### src/rtl/iob_pcie_pkg.sv
// rtl/iob_pcie_pkg.sv - shared state encodings and count helpers for the iob-pcie channel host
package iob_pcie_pkg;

  localparam int unsigned WORD_BITS = 32;

  typedef enum logic [1:0] {
    S_IDLE = 2'd0,
    S_REQ  = 2'd1,
    S_DATA = 2'd2
  } send_state_e;

  typedef enum logic {
    R_IDLE = 1'b0,
    R_DATA = 1'b1
  } recv_state_e;

  // Words carried by one channel beat.
  function automatic logic [31:0] beat_words(input int unsigned width);
    return 32'(width / WORD_BITS);
  endfunction

  // Word counts stick at all-ones instead of wrapping.
  function automatic logic [31:0] sat_add(input logic [31:0] a, input logic [31:0] b);
    logic [32:0] s;
    s = {1'b0, a} + {1'b0, b};
    return s[32] ? 32'hFFFF_FFFF : s[31:0];
  endfunction

endpackage

### src/rtl/iob_pcie_fifo_fwft.sv
// rtl/iob_pcie_fifo_fwft.sv - first-word-fall-through buffer with registered occupancy flags
module iob_pcie_fifo_fwft #(
  parameter int WIDTH      = 32,
  parameter int DEPTH_LOG2 = 4
) (
  input  logic             clk_i,
  input  logic             rst_i,
  input  logic             push_i,
  input  logic [WIDTH-1:0] data_i,
  input  logic             pop_i,
  output logic             full_o,
  output logic             empty_o,
  output logic [WIDTH-1:0] head_o
);

  localparam int DEPTH = 1 << DEPTH_LOG2;
  localparam logic [DEPTH_LOG2:0]   FULL_CNT = (DEPTH_LOG2 + 1)'(DEPTH);
  localparam logic [DEPTH_LOG2:0]   CNT_ONE  = (DEPTH_LOG2 + 1)'(1);
  localparam logic [DEPTH_LOG2-1:0] PTR_ONE  = DEPTH_LOG2'(1);

  logic [WIDTH-1:0]      mem_q [DEPTH];
  logic [DEPTH_LOG2-1:0] wr_ptr_q;
  logic [DEPTH_LOG2-1:0] rd_ptr_q;
  logic [DEPTH_LOG2:0]   count_q;
  logic                  do_push;
  logic                  do_pop;

  // Flags come straight from the occupancy register, so a pop never opens room in its own cycle.
  assign full_o  = (count_q == FULL_CNT);
  assign empty_o = (count_q == '0);
  assign head_o  = mem_q[rd_ptr_q];
  assign do_push = push_i && !full_o;
  assign do_pop  = pop_i && !empty_o;

  always_ff @(posedge clk_i) begin
    if (rst_i) begin
      wr_ptr_q <= '0;
      rd_ptr_q <= '0;
      count_q  <= '0;
    end else begin
      if (do_push) wr_ptr_q <= wr_ptr_q + PTR_ONE;
      if (do_pop)  rd_ptr_q <= rd_ptr_q + PTR_ONE;
      case ({do_push, do_pop})
        2'b10:   count_q <= count_q + CNT_ONE;
        2'b01:   count_q <= count_q - CNT_ONE;
        default: count_q <= count_q;
      endcase
    end
  end

  always_ff @(posedge clk_i) begin
    if (do_push) mem_q[wr_ptr_q] <= data_i;
  end

endmodule

### src/rtl/iob_pcie_chnl_host.sv
// rtl/iob_pcie_chnl_host.sv - channel-side peer: buffered CHNL_RX sender and CHNL_TX sink
module iob_pcie_chnl_host
  import iob_pcie_pkg::*;
#(
  parameter int C_PCI_DATA_WIDTH = 32,
  parameter int FIFO_DEPTH_LOG2  = 4,
  parameter int ACK_TIMEOUT      = 1024
) (
  input  logic                        CLK,
  input  logic                        RST,
  input  logic                        SEND_START,
  input  logic [31:0]                 SEND_LEN,
  input  logic [30:0]                 SEND_OFF,
  input  logic                        SEND_LAST,
  output logic                        SEND_BUSY,
  output logic                        SEND_DONE,
  output logic                        SEND_ERR,
  input  logic [C_PCI_DATA_WIDTH-1:0] WDATA,
  input  logic                        WVALID,
  output logic                        WREADY,
  output logic                        CHNL_RX,
  input  logic                        CHNL_RX_ACK,
  output logic                        CHNL_RX_LAST,
  output logic [31:0]                 CHNL_RX_LEN,
  output logic [30:0]                 CHNL_RX_OFF,
  output logic [C_PCI_DATA_WIDTH-1:0] CHNL_RX_DATA,
  output logic                        CHNL_RX_DATA_VALID,
  input  logic                        CHNL_RX_DATA_REN,
  input  logic                        CHNL_TX,
  output logic                        CHNL_TX_ACK,
  input  logic                        CHNL_TX_LAST,
  input  logic [31:0]                 CHNL_TX_LEN,
  input  logic [30:0]                 CHNL_TX_OFF,
  input  logic [C_PCI_DATA_WIDTH-1:0] CHNL_TX_DATA,
  input  logic                        CHNL_TX_DATA_VALID,
  output logic                        CHNL_TX_DATA_REN,
  output logic [C_PCI_DATA_WIDTH-1:0] RDATA,
  output logic                        RVALID,
  input  logic                        RREADY,
  output logic [31:0]                 RECV_LEN,
  output logic                        RECV_DONE
);

  localparam logic [31:0] BEAT_WORDS   = beat_words(C_PCI_DATA_WIDTH);
  localparam logic [31:0] TIMEOUT_LAST = ACK_TIMEOUT - 1;
  localparam logic [31:0] ONE          = 32'd1;

  send_state_e                 send_state_q;
  logic [31:0]                 send_len_q;
  logic [30:0]                 send_off_q;
  logic                        send_last_q;
  logic [31:0]                 send_cnt_q;
  logic [31:0]                 send_cnt_d;
  logic [31:0]                 tmo_cnt_q;
  logic                        chnl_rx_q;
  logic                        send_done_q;
  logic                        send_err_q;
  logic                        fifo_full;
  logic                        fifo_empty;
  logic [C_PCI_DATA_WIDTH-1:0] fifo_head;
  logic                        rx_fire;

  recv_state_e recv_state_q;
  logic [31:0] recv_tgt_q;
  logic [31:0] recv_cnt_q;
  logic [31:0] recv_len_q;
  logic        tx_ack_q;
  logic        recv_done_q;
  logic        tx_fire;
  logic        unused_tx_meta;

  assign unused_tx_meta = ^{CHNL_TX_LAST, CHNL_TX_OFF};

  iob_pcie_fifo_fwft #(
    .WIDTH      (C_PCI_DATA_WIDTH),
    .DEPTH_LOG2 (FIFO_DEPTH_LOG2)
  ) u_send_buf (
    .clk_i   (CLK),
    .rst_i   (RST),
    .push_i  (WVALID),
    .data_i  (WDATA),
    .pop_i   (rx_fire),
    .full_o  (fifo_full),
    .empty_o (fifo_empty),
    .head_o  (fifo_head)
  );

  assign WREADY             = !fifo_full;
  assign CHNL_RX_DATA_VALID = (send_state_q == S_DATA) && !fifo_empty;
  assign CHNL_RX_DATA       = (send_state_q == S_DATA) ? fifo_head : '0;
  assign rx_fire            = CHNL_RX_DATA_VALID && CHNL_RX_DATA_REN;
  assign send_cnt_d         = sat_add(send_cnt_q, BEAT_WORDS);

  assign SEND_BUSY    = (send_state_q != S_IDLE);
  assign SEND_DONE    = send_done_q;
  assign SEND_ERR     = send_err_q;
  assign CHNL_RX      = chnl_rx_q;
  assign CHNL_RX_LEN  = send_len_q;
  assign CHNL_RX_OFF  = send_off_q;
  assign CHNL_RX_LAST = send_last_q;

  always_ff @(posedge CLK) begin
    if (RST) begin
      send_state_q <= S_IDLE;
      send_len_q   <= '0;
      send_off_q   <= '0;
      send_last_q  <= 1'b0;
      send_cnt_q   <= '0;
      tmo_cnt_q    <= '0;
      chnl_rx_q    <= 1'b0;
      send_done_q  <= 1'b0;
      send_err_q   <= 1'b0;
    end else begin
      send_done_q <= 1'b0;
      send_err_q  <= 1'b0;
      case (send_state_q)
        S_IDLE: begin
          if (SEND_START) begin
            if (SEND_LEN == '0) begin
              send_done_q <= 1'b1;
            end else begin
              send_len_q   <= SEND_LEN;
              send_off_q   <= SEND_OFF;
              send_last_q  <= SEND_LAST;
              send_cnt_q   <= '0;
              tmo_cnt_q    <= '0;
              chnl_rx_q    <= 1'b1;
              send_state_q <= S_REQ;
            end
          end
        end
        S_REQ: begin
          // An ack arriving on the final timeout cycle still wins.
          if (CHNL_RX_ACK) begin
            send_state_q <= S_DATA;
          end else if (tmo_cnt_q >= TIMEOUT_LAST) begin
            send_err_q   <= 1'b1;
            chnl_rx_q    <= 1'b0;
            send_state_q <= S_IDLE;
          end else begin
            tmo_cnt_q <= tmo_cnt_q + ONE;
          end
        end
        S_DATA: begin
          if (rx_fire) begin
            send_cnt_q <= send_cnt_d;
            if (send_cnt_d >= send_len_q) begin
              chnl_rx_q    <= 1'b0;
              send_done_q  <= 1'b1;
              send_state_q <= S_IDLE;
            end
          end
        end
        default: begin
          chnl_rx_q    <= 1'b0;
          send_state_q <= S_IDLE;
        end
      endcase
    end
  end

  assign CHNL_TX_DATA_REN = (recv_state_q == R_DATA) && RREADY;
  assign RVALID           = (recv_state_q == R_DATA) && CHNL_TX_DATA_VALID;
  assign RDATA            = (recv_state_q == R_DATA) ? CHNL_TX_DATA : '0;
  assign tx_fire          = RVALID && RREADY;
  assign CHNL_TX_ACK      = tx_ack_q;
  assign RECV_LEN         = recv_len_q;
  assign RECV_DONE        = recv_done_q;

  always_ff @(posedge CLK) begin
    if (RST) begin
      recv_state_q <= R_IDLE;
      recv_tgt_q   <= '0;
      recv_cnt_q   <= '0;
      recv_len_q   <= '0;
      tx_ack_q     <= 1'b0;
      recv_done_q  <= 1'b0;
    end else begin
      tx_ack_q    <= 1'b0;
      recv_done_q <= 1'b0;
      case (recv_state_q)
        R_IDLE: begin
          if (CHNL_TX) begin
            recv_tgt_q   <= CHNL_TX_LEN;
            recv_cnt_q   <= '0;
            tx_ack_q     <= 1'b1;
            recv_state_q <= R_DATA;
          end
        end
        R_DATA: begin
          // The peer dropping CHNL_TX early ends the transfer with whatever arrived.
          if ((recv_cnt_q >= recv_tgt_q) || !CHNL_TX) begin
            recv_len_q   <= recv_cnt_q;
            recv_done_q  <= 1'b1;
            recv_state_q <= R_IDLE;
          end else if (tx_fire) begin
            recv_cnt_q <= sat_add(recv_cnt_q, BEAT_WORDS);
          end
        end
        default: recv_state_q <= R_IDLE;
      endcase
    end
  end

endmodule

### config.mk
export PLATFORM = sky130hd
export DESIGN_NAME = iob_pcie_chnl_host
export DESIGN_NICKNAME = d
export VERILOG_FILES = /design/src/rtl/iob_pcie_pkg.sv /design/src/rtl/iob_pcie_fifo_fwft.sv /design/src/rtl/iob_pcie_chnl_host.sv
export SDC_FILE = /design/constraint.sdc
export NUM_CORES = 1
export LEC_CHECK = 0
export ABC_AREA = 1
export CORE_UTILIZATION = 50
export DETAILED_ROUTE_END_ITERATION = 10
export PLACE_DENSITY = 0.72
export SKIP_CTS_REPAIR_TIMING = 1
export SLEW_MARGIN = 25
export SYNTH_ARGS = -nofsm -noshare
export SYNTH_HDL_FRONTEND = slang
export SYNTH_SLANG_ARGS = --single-unit
export TNS_END_PERCENT = 30
### constraint.sdc
create_clock -name CLK -period 8.8 [get_ports CLK]
set_input_delay 2.64 -clock CLK [delete_from_list [all_inputs] [get_ports CLK]]
set_output_delay 2.64 -clock CLK [all_outputs]
set_load 0.02 [all_outputs]
-- Word level (Yosys, flattened, before mapping)
Memory sizes are Yosys's and may differ from the RTL's. A register that Yosys moved wholly into a read port is not among the register bits.
Index checks and enable logic that the tools add are counted.
- add/sub/neg operators: 7
- magnitude comparators: 3
- eq/ne operators: 16
- mux-type cells: 44
- bitwise gates (word level): 3
- reductions and logical operators: 29
- operators by type and width (operator ; number):
    $mux W32 ; 12
    $pmux W32 S2 ; 3
    $add A32 B1 Y33 const B ; 2
    $ge A32 B32 Y1 ; 2
    $add A32 B1 Y32 const B ; 1
    $ge A32 B10 Y1 const B ; 1
    $logic_not A32 Y1 ; 1
    $mux W1 ; 16
    $ne A2 B2 Y1 const B ; 7
    $mux W2 ; 6
    $pmux W5 S2 ; 1
    $reduce_and A5 Y1 ; 2
    $add A4 B1 Y4 const B ; 2
    $mux W4 ; 2
    $reduce_bool A2 Y1 ; 4
    $logic_and A1 B1 Y1 ; 7
    $ne A2 B1 Y1 const B ; 3
    $pmux W2 S3 ; 1
    $reduce_and A3 Y1 ; 2
    $reduce_and A6 Y1 ; 1
    $add A5 B1 Y5 const B ; 1
    $eq A5 B5 Y1 const B ; 1
    $logic_not A5 Y1 ; 1
    $sub A5 B1 Y5 const B ; 1
    other kinds (13) ; 22
- register bits: 245
- RAM bits: 512
- output and inout bits: 170
- memories: 1
- memory list (memory ; words ; bits a word ; rd ports ; clocked after memory_dff ; write ports ; line ; text):
    u_send_buf.mem_q ; 16 ; 32 ; 1 ; 1 ; 1 ; iob_pcie_fifo_fwft.sv:21 ; logic [WIDTH-1:0] mem_q [DEPTH];

-- Logic depth before layout (Yosys ltp)
Gate-level depths: netlist of run 1.
- depth in word-level cells: 7
- depth in mapped cells: 21
- gate-level depth less buffers: 21

-- By module
From an unflattened synthesis of run 1, not the netlist that was laid out.
- cell total of the unflattened synthesis: 3393
- area, all modules: 34265.4 sq um
- by module, submodules not included (module ; times used ; cells each ; area an instance (sq um) ; seq. area each (sq um)):
    iob_pcie_fifo_fwft ; 1 ; 1482 ; 21476.8 ; 15715.1
    iob_pcie_chnl_host ; 1 ; 1911 ; 12788.5 ; 4644.5

-- Worst setup path after synthesis of run 1
No wires, ideal clock.
- path kind: input to output
- start: input CHNL_TX_DATA_VALID
- end: output RVALID
- data arrival time: 2.830 ns
- data required time: 6.160 ns
- slack: 3.330 ns
- cell stages on the path: 2
- path buffers: 0
- cell sequence: nand2_1 -> inv_1
- cells in the longest elaborated chain, start to end: 1
- RTL lines (item ; line ; text):
    start: declaration ; iob_pcie_chnl_host.sv:35 ; input logic CHNL_TX_DATA_VALID,
    $logic_and A1 B1 Y1 ; iob_pcie_chnl_host.sv:163 ; assign RVALID = (recv_state_q == R_DATA) && CHNL_TX_DATA_VALID;
    end: declaration ; iob_pcie_chnl_host.sv:38 ; output logic RVALID,
Every way passes these cells.

-- Final worst setup path of run 1
- start: input RREADY
- end: output CHNL_TX_DATA_REN
- cells in the longest elaborated chain, start to end: 1
- RTL lines (item ; line ; text):
    start: declaration ; iob_pcie_chnl_host.sv:39 ; input logic RREADY,
    $logic_and A1 B1 Y1 ; iob_pcie_chnl_host.sv:162 ; assign CHNL_TX_DATA_REN = (recv_state_q == R_DATA) && RREADY;
    end: declaration ; iob_pcie_chnl_host.sv:36 ; output logic CHNL_TX_DATA_REN,
Every way passes these cells.

==> results.sh, run 1 <==
export IMPL_multi_input_area_um2=11200
export IMPL_max_freq_ghz=0.153
export IMPL_dp_hpwl_mm=48.6
export IMPL_yosys_warnings=0
export IMPL_synth_seq_cells=761
export IMPL_hold_class="reg -> reg"
export IMPL_ant_nets=0
export IMPL_finalSetupViolCount=0
export IMPL_critical_path_class="in -> out"
export IMPL_synthArstFlopShare_pct=0
export IMPL_crit_start="RREADY"
export IMPL_numPortBuffers=338
export IMPL_startpoint_type="primary input"
export IMPL_grtUsageTotal_pct=25.0
export IMPL_p_leak_nw=14.1
export IMPL_synthFlopType="edfxtp_1"
export IMPL_grt_max_degree=257
export IMPL_numClockSinks=761
export IMPL_grt_pass1_vias=23900
export IMPL_critPathCaptureType="primary output"
export IMPL_clockBufferDepth=3
export IMPL_status="completed"
export IMPL_drive_above_1_share_pct=6.42
export IMPL_tns_ns=0
export IMPL_num_vias=25300
export IMPL_ir_drop_v=0.000226
export IMPL_p_comb_share_pct=23.1
export IMPL_initial_core_util_pct=50.5
export IMPL_gp_congestion=0.919
export IMPL_arrival_ns=3.88
export IMPL_power_share_clock_pct=34.0
export IMPL_clock_skew_ns=0.0351
export IMPL_numCtsBuffers=80
export IMPL_wl_per_cell_um=18.9
export IMPL_critPathMaxFanout=2
export IMPL_p_sw_mw=3.03
export IMPL_fp_coreArea_um2=65600
export IMPL_post_dp_cell_area_um2=37200
export IMPL_finalHoldViolations=0
export IMPL_drt_iter0_drc=2359
export IMPL_switching_share_pct=30.9
export IMPL_slew_limit_headroom_pct=31.9
export IMPL_yosys_cell_types_count=49
export IMPL_cts_tree="built"
export IMPL_rsz0062_at_grt="no"
export IMPL_grt_pass1_wl_mm=132
export IMPL_final_cell_mix="edfxtp_1 (512), nor2_1 (469), nand2_1 (464)"
export IMPL_stdcell_area_um2=39800
export IMPL_seqCellArea_um2=20400
export IMPL_p_seq_share_pct=42.9
export IMPL_overflow=0
export IMPL_hp_start="tmo_cnt_q[10]$_SDFFE_PP0P_"
export IMPL_drc=0
export IMPL_clk_latency_ns=0.63
export IMPL_synth_edf_count=512
export IMPL_cp_required_ns=6.16
export IMPL_fin_nets=3878
export IMPL_p_int_mw=6.77
export IMPL_ios=371
export IMPL_syn_area_um2=33100
export IMPL_antenna_found_initial=6
export IMPL_min_period_over_period_pct=74.1
export IMPL_period_minus_slack_ns=6.52
export IMPL_die_y_um=259
export IMPL_die_area_um2=67300
export IMPL_maxSlewViolCount=0
export IMPL_maxCapViolCount=0
export IMPL_p_per_area_nw_per_um2=246
export IMPL_r2r_start="recv_state_q$_SDFF_PP0_"
export IMPL_syn_nets=3622
export IMPL_area_growth_pct=20.2
export IMPL_clk_pin_slew_ns=0.05
export IMPL_dr_pass1_iters=5
export IMPL_dieWidth_um=259
export IMPL_wl_mm=85.5
export IMPL_tightest_slew_ns=1.02
export IMPL_final_common_cell="edfxtp_1"
export IMPL_fillers=5430
export IMPL_num_rows=94
export IMPL_htree_levels=3
export IMPL_avgSynthCellArea_um2=9.91
export IMPL_cts_root_buf="clkbuf_16"
export IMPL_yosysSeqAreaShare_pct=61.4
export IMPL_syn_inst=3344
export IMPL_vias_per_cell=5.59
worst max-delay path, stage by stage:
cell             delay (ns)
clkdlybuf4s50_1        0.49
nand2_1                0.07
inv_1                  0.08
clkdlybuf4s50_1        0.61
path summary, 6_finish.rpt:
path	end	slack [ns]	cells after the start
worst max-delay path	CHNL_TX_DATA_REN	2.28	4
worst min-delay path	tmo_cnt_q[10]$_SDFFE_PP0P_	0.44	2
worst max register to register	recv_cnt_q[8]$_SDFFE_PP0P_	5.06	10
worst min register to register	tmo_cnt_q[10]$_SDFFE_PP0P_	0.44	2
area by class of cell:
class	count	area share (%)
Sequential cell	761	51.1
Multi-Input combinational cell	2149	28.0
Timing Repair Buffer	376	9.37
Clock buffer	97	5.26
Tap cell	864	2.71
Inverter	232	2.22
Clock inverter	47	1.27
Antenna cell	1	0.00628
Yosys cell counts, types with 3 or more instances:
cell type / instances / share of area (%)
a21oi_1: 239 / 3.6
a21oi_2: 3 / 0.079
buf_1: 13 / 0.15
buf_2: 27 / 0.41
buf_4: 3 / 0.068
buf_6: 4 / 0.14
clkbuf_1: 152 / 1.7
dfxtp_1: 249 / 15
edfxtp_1: 512 / 46
ha_1: 76 / 2.9
inv_1: 226 / 2.6
inv_2: 5 / 0.057
nand2_1: 466 / 5.3
nand2_2: 4 / 0.075
nand3_1: 163 / 2.5
nand3_2: 12 / 0.36
nand3b_1: 6 / 0.14
nand4_1: 30 / 0.57
nor2_1: 486 / 5.5
nor3_1: 49 / 0.74
nor3_2: 4 / 0.12
nor3b_1: 3 / 0.068
nor4_1: 13 / 0.25
o211ai_1: 40 / 0.91
o21ai_0: 357 / 5.4
o221ai_1: 88 / 2.3
o22ai_1: 40 / 0.76
or2_0: 4 / 0.075
or2_2: 13 / 0.25
xnor2_1: 6 / 0.16
xor2_1: 24 / 0.63
state kept, by name, summed over array words and instances, names as in the netlist, 2 cells and up, named ones only:
signal / cells
send_state_q: 2
tmo_cnt_q: 32
CHNL_RX_LEN: 32
recv_tgt_q: 32
u_send_buf.wr_ptr_q: 4
u_send_buf.count_q: 5
recv_cnt_q: 32
u_send_buf.mem_q: 512
send_cnt_q: 32
u_send_buf.rd_ptr_q: 4
CHNL_RX_OFF: 31
RECV_LEN: 32
power by group through the flow:
stage | Sequential, mW | Combinational, mW | Clock, mW
3_5_place_dp | 4.28 | 2.26 | 0
4_1_cts | 4.20 | 2.27 | 3.38
6_report | 4.21 | 2.27 | 3.33
5_1_grt | 4.23 | 2.51 | 3.53
2_1_floorplan | 4.37 | 1.35 | 0
3_3_place_gp | 4.27 | 2.23 | 0
routing by layer:
| metal | GRT usage (%) | wire length, um |
|---|---|---|
| met2 | 40.5 | 39900 |
| met1 | 34.2 | 37000 |
| met4 | 8.09 | 1800 |
| met3 | 4.32 | 6730 |
| met5 | 0 | 73 |
kinds of logic (layout without fill, tap and decap cells):
logic type,after synthesis,count (layout),share of synthesized area [%]
xor+xnor,30,30,0.793
simple gates,1266,1266,16.3
flops,761,761,61.4
compound gates,776,776,13.3
fa+ha+maj,77,77,2.93
other cells,0,1,0
buf+inv,434,752,5.26
per-stage QoR:
stage               utilization (%)  instances  setup WS, ns  total power, mW  hold WS [ns]
global placement               56.6       4380          2.29             6.50         0.424
global route                   60.7       4527          2.21             10.3         0.454
detailed placement             56.6       4380          2.28             6.54         0.429
floorplan                         -       3344          3.33             5.71         0.412
finish                         60.7       4527          2.28             9.80         0.437
CTS                            60.6       4524          2.28             9.86         0.439
Note: power is estimated with default switching activity, not from simulation.
==> run 2, diff against run 1 <==
==> constraint.sdc (replaced) <==
create_clock -name CLK -period 6.2 [get_ports CLK]
set_input_delay 1.86 -clock CLK [delete_from_list [all_inputs] [get_ports CLK]]
set_output_delay 1.86 -clock CLK [all_outputs]
set_load 0.02 [all_outputs]
==> run 2 against run 1 <==
Compared with the run above:
- power up 42%
- critical path depth up 3
- via count up 0.73%
- final cell count up 0.29%
- clock-buffer cell count up 10
- sequential cell count unchanged
- first-iteration DRC count up 3.8%
- critical endpoint is now CHNL_RX_DATA[25]
- worst hold slack better by 0.0059 ns
- combinational power up 42%
- register-to-register slack worse by 2.6 ns
==> results.sh, run 2 (same netlist as run 1, synthesis figures left out) <==
export IMPL_tightest_slew_ns=0.967
export IMPL_clock_skew_ns=0.0432
export IMPL_fillers=5356
export IMPL_whs_ns=0.443
export IMPL_grtUsageTotal_pct=25.2
export IMPL_vias_per_cell=5.62
export IMPL_finalHoldViolations=0
export IMPL_num_vias=25500
export IMPL_slew_limit_headroom_pct=35.4
export IMPL_setup_slack_ns=0.677
export IMPL_die_area_um2=67300
export IMPL_initial_core_util_pct=50.5
export IMPL_postLayoutCoreUtil_pct=60.8
export IMPL_drc=0
export IMPL_gp_congestion=0.890
export IMPL_drt_iter0_drc=2449
export IMPL_clk_latency_ns=0.62
export IMPL_p_comb_share_pct=23.2
export IMPL_grt_pass1_vias=24400
export IMPL_maxSlewViolCount=0
export IMPL_maxCapViolCount=0
export IMPL_ios=371
export IMPL_multi_input_area_um2=11200
export IMPL_num_rows=94
export IMPL_wl_mm=85.5
export IMPL_seqCellArea_um2=20400
export IMPL_switching_share_pct=30.9
export IMPL_critPathMaxFanout=94
export IMPL_fin_nets=3889
export IMPL_finalSetupViolCount=0
export IMPL_wl_per_cell_um=18.8
export IMPL_critPathCaptureType="primary output"
export IMPL_drive_above_1_share_pct=6.61
export IMPL_slowest_stage="clkdlybuf4s50_1"
export IMPL_antenna_found_initial=5
export IMPL_dpl_worst_slack_ns=1.26
export IMPL_p_int_mw=9.61
export IMPL_dieWidth_um=259
export IMPL_cts_tree="built"
export IMPL_cts_root_buf="clkbuf_16"
export IMPL_critical_path_top_delay_family="buffers and inverters"
export IMPL_slowest_delay_ns=0.71
export IMPL_period_minus_slack_ns=5.52
export IMPL_status="completed"
export IMPL_grt_pass1_wl_mm=134
export IMPL_p_sw_mw=4.29
export IMPL_numCtsBuffers=81
export IMPL_cp_required_ns=4.34
export IMPL_hold_class="reg -> reg"
export IMPL_dp_cells=4392
export IMPL_crit_buf_inv=3
export IMPL_arrival_ns=3.66
export IMPL_ant_nets=0
export IMPL_max_freq_ghz=0.181
export IMPL_fp_coreArea_um2=65600
export IMPL_power_share_clock_pct=33.7
export IMPL_path_cells="inv_6, buf_4, o21ai_0, o221ai_1, nand3_1, a21oi_1, clkdlybuf4s50_1"
export IMPL_critical_path_class="reg -> out"
export IMPL_p_leak_nw=14.2
export IMPL_final_common_cell="edfxtp_1"
export IMPL_numClockSinks=761
export IMPL_min_period_over_period_pct=89.1
export IMPL_grt_max_degree=137
export IMPL_startpoint_type="flip-flop"
export IMPL_p_seq_share_pct=43.1
export IMPL_die_y_um=259
export IMPL_largest_reg_flops=512
export IMPL_htree_levels=3
export IMPL_tns_ns=0
export IMPL_clockBufferDepth=3
export IMPL_regMostFlops="u_send_buf.mem_q"
export IMPL_overflow=0
export IMPL_clk_pin_slew_ns=0.05
export IMPL_ir_drop_v=0.000248
export IMPL_dr_pass1_iters=7
export IMPL_numPortBuffers=338
export IMPL_area_growth_pct=20.4
export IMPL_rsz0062_at_grt="no"
export IMPL_p_per_area_nw_per_um2=348
export IMPL_layout_cells_non_filler=4540
export IMPL_final_cell_mix="edfxtp_1 (512), nor2_1 (469), nand2_1 (465)"
export IMPL_dp_hpwl_mm=52.1
-- run 2: cell count changes in the layout (fill, tap and decap cells not counted), sizes merged --
cell	before	now
diode	1	2
bufinv	7	5
buf	39	49
clkinv	35	34
clkbuf	97	107
clkinvlp	4	1
inv	233	231
-- run 2: power by group through the flow --
stage | registers (mW) | logic (mW) | clock network, mW
2_1_floorplan | 6.20 | 1.91 | 0
3_3_place_gp | 6.08 | 3.17 | 0
3_5_place_dp | 6.09 | 3.22 | 0
4_1_cts | 5.99 | 3.24 | 4.76
5_1_grt | 6.02 | 3.55 | 4.97
6_report | 5.99 | 3.22 | 4.68
-- run 2: final cells by class --
type	count	share of cell area, %
Sequential cell	761	51.0
Timing Repair Buffer	386	9.64
Multi-Input combinational cell	2149	28.0
Tap cell	864	2.71
Antenna cell	2	0.0125
Inverter	232	2.20
Clock inverter	39	0.934
Clock buffer	107	5.50
-- run 2: per-layer routing --
metal  share of wire, %  GRT usage [%]  vias to the layer above
li1                   -              -                    12200
met1                 43           34.7                    12200
met2                 47           39.9                      945
met4                2.5           8.87                        6
met3                7.4           4.77                      144
met5              0.043              0                        -
-- run 2: worst reg2reg max path: stages, from the launching register on --
cell and delay [ns]:
dfxtp_1 0.37, ha_1 0.25, nand3_2 0.12, nor2_2 0.25, nand3_1 0.19, nor2_1 0.20
nand2_2 0.44, nand3b_1 0.37, ha_1 0.27, nand2_1 0.05, inv_1 0.05, o21ai_0 0.07
a21oi_1 0.08, or2_2 0.28, a21oi_1 0.26, nand3_1 0.11, nand2_1 0.13, nand2_1 0.06
a21oi_1 0.11
-- run 2: through the flow --
step                power, mW  instance area [um2]
CTS                      14.0                39900
floorplan                8.11                33100
global route             14.5                39900
finish                   13.9                39900
global placement         9.25                37300
detailed placement       9.30                37300
-- run 2: path summary, 6_finish.rpt --
check | start | end | slack (ns) | depth (start not counted)
max reg2reg | send_cnt_q[0]$_SDFFE_PP0P_ | CHNL_RX$_SDFFE_PP0P_ | 2.47 | 18
max | flip-flop | CHNL_RX_DATA[25] | 0.68 | 7
min | tmo_cnt_q[15]$_SDFFE_PP0P_ | tmo_cnt_q[15]$_SDFFE_PP0P_ | 0.44 | 2
min reg2reg | tmo_cnt_q[15]$_SDFFE_PP0P_ | tmo_cnt_q[15]$_SDFFE_PP0P_ | 0.44 | 2
==> run 3, diff against run 2 <==
--- a/config.mk
+++ b/config.mk
@@ -9,6 +9,7 @@
 export CORE_UTILIZATION = 50
 export DETAILED_ROUTE_END_ITERATION = 10
 export PLACE_DENSITY = 0.72
+export REMOVE_ABC_BUFFERS = 1
 export SKIP_CTS_REPAIR_TIMING = 1
 export SLEW_MARGIN = 25
 export SYNTH_ARGS = -nofsm -noshare
==> run 3 against run 2 <==
Compared with the run above:
- routed wire length is 1.4% higher
- global-route usage is 0.15 points lower
- register-to-register slack improved by 0.18 ns
- first-iteration DRC count decreased by 0.98%
- via count about the same
- die area unchanged
- maximum frequency increased by 2.9%
- sequential share of layout area is 0.12 points higher
- critical path depth unchanged
- non-clock buffer count down 3
- power barely moved
- highest routed layer unchanged
==> results.sh, run 3 (same netlist as run 1, synthesis figures left out) <==
export IMPL_maxSlewViolCount=0
export IMPL_critical_path_class="reg -> out"
export IMPL_reg2reg_slack_ns=2.65
export IMPL_period_minus_slack_ns=5.37
export IMPL_p_leak_nw=14.1
export IMPL_p_sw_mw=4.35
export IMPL_final_common_cell="edfxtp_1"
export IMPL_rsz0062_at_grt="no"
export IMPL_drt_iter0_drc=2425
export IMPL_status="completed"
export IMPL_grtUsageTotal_pct=25.1
export IMPL_vias_per_cell=5.62
export IMPL_clockBufferDepth=3
export IMPL_p_comb_share_pct=23.3
export IMPL_hold_class="reg -> reg"
export IMPL_grt_pass1_wl_mm=132
export IMPL_drc=0
export IMPL_finalHoldViolations=0
export IMPL_grt_pass1_vias=23800
export IMPL_p_int_mw=9.55
export IMPL_power_share_clock_pct=33.7
export IMPL_max_freq_ghz=0.186
export IMPL_wl_mm=86.8
export IMPL_fin_nets=3884
export IMPL_largest_reg_flops=512
export IMPL_grt_max_degree=167
export IMPL_slew_limit_headroom_pct=29.0
export IMPL_critPathMaxFanout=46
export IMPL_die_area_um2=67300
export IMPL_clk_latency_ns=0.64
export IMPL_ir_drop_v=0.000337
export IMPL_die_y_um=259
export IMPL_initial_core_util_pct=50.5
export IMPL_fillers=5327
export IMPL_startpoint_type="flip-flop"
export IMPL_regMostFlops="u_send_buf.mem_q"
export IMPL_cts_tree="built"
export IMPL_setup_slack_ns=0.833
export IMPL_gp_congestion=0.968
export IMPL_drive_above_1_share_pct=6.27
export IMPL_whs_ns=0.441
export IMPL_wl_per_cell_um=19.1
export IMPL_dp_hpwl_mm=51.6
export IMPL_switching_share_pct=31.3
export IMPL_critPathCaptureType="primary output"
export IMPL_numCtsBuffers=79
export IMPL_clock_skew_ns=0.0446
export IMPL_num_vias=25500
export IMPL_post_dp_cell_area_um2=37200
export IMPL_path_cells="clkinv_2, buf_4, o21ai_0, o22ai_1, o211ai_1, a21oi_1, clkdlybuf4s50_1"
export IMPL_numClockSinks=761
export IMPL_maxCapViolCount=0
export IMPL_ant_nets=0
export IMPL_htree_levels=3
export IMPL_clk_pin_slew_ns=0.06
export IMPL_dpl_worst_slack_ns=1.23
export IMPL_numPortBuffers=338
export IMPL_p_per_area_nw_per_um2=349
export IMPL_tightest_slew_ns=1.06
export IMPL_min_period_over_period_pct=86.6
export IMPL_ios=371
export IMPL_num_rows=94
export IMPL_stdcell_area_um2=39800
export IMPL_finalSetupViolCount=0
export IMPL_final_cell_mix="edfxtp_1 (512), nor2_1 (469), nand2_1 (465)"
export IMPL_antenna_found_initial=4
export IMPL_slowest_stage="clkdlybuf4s50_1"
export IMPL_fp_coreArea_um2=65600
export IMPL_overflow=0
export IMPL_p_seq_share_pct=43.0
export IMPL_dieWidth_um=259
export IMPL_arrival_ns=3.51
export IMPL_cts_root_buf="clkbuf_16"
export IMPL_area_growth_pct=20.2
export IMPL_slowest_delay_ns=0.69
export IMPL_dr_pass1_iters=8
export IMPL_cp_required_ns=4.34
## run 3: power by group through the flow
stage                     clock [mW]  sequential, mW  combinational (mW)
after floorplan                    0            6.27                1.64
after global placement             0            6.06                3.18
after detailed placement           0            6.07                3.23
after CTS                       4.74            5.97                3.25
after global routing            4.93            6.00                3.57
final                           4.68            5.97                3.24
## run 3: routing by layer
| layer | track usage (%) | wire length (um) | vias up |
|---|---|---|---|
| li1 | - | - | 12200 |
| met1 | 32.8 | 36200 | 12200 |
| met2 | 42.2 | 42400 | 914 |
| met3 | 4.35 | 6000 | 158 |
| met4 | 8.33 | 2150 | 4 |
| met5 | 0 | 22 | - |
## run 3: worst max-delay path: cells and delay by family (launching register included)
family	cells	cell delay [ns]
DFF	1	0.34
AOI/OAI and AO/OA	4	0.89
buffers and inverters	3	1.64
## run 3: worst paths after layout
path                                                 start                    endpoint  depth (start not counted)
worst max-delay path                             flip-flop             CHNL_RX_DATA[1]                          7
worst min-delay path            tmo_cnt_q[27]$_SDFFE_PP0P_  tmo_cnt_q[27]$_SDFFE_PP0P_                          2
worst max register to register  send_cnt_q[0]$_SDFFE_PP0P_        CHNL_RX$_SDFFE_PP0P_                         16
worst min register to register  tmo_cnt_q[27]$_SDFFE_PP0P_  tmo_cnt_q[27]$_SDFFE_PP0P_                          2
## run 3: area by class of cell
cell class / instances / area, um2 / share of cell area (%)
Clock buffer: 108 / 2180 / 5.47
Antenna cell: 2 / 5.00 / 0.0126
Timing Repair Buffer: 383 / 3740 / 9.40
Inverter: 232 / 877 / 2.20
Multi-Input combinational cell: 2149 / 11200 / 28.0
Clock inverter: 34 / 403 / 1.01
Tap cell: 864 / 1080 / 2.71
Sequential cell: 761 / 20400 / 51.2
## run 3: through the flow
| stage | util (%) | power (mW) | TNS (ns) | instances |
|---|---|---|---|---|
| 6_report | 60.7 | 13.9 | 0 | 4533 |
| 5_1_grt | 60.7 | 14.5 | 0 | 4532 |
| 4_1_cts | 60.7 | 14.0 | 0 | 4531 |
| 2_1_floorplan | - | 7.92 | -177.05 | 3142 |
| 3_5_place_dp | 56.7 | 9.30 | 0 | 4389 |
| 3_3_place_gp | 56.7 | 9.24 | 0 | 4389 |
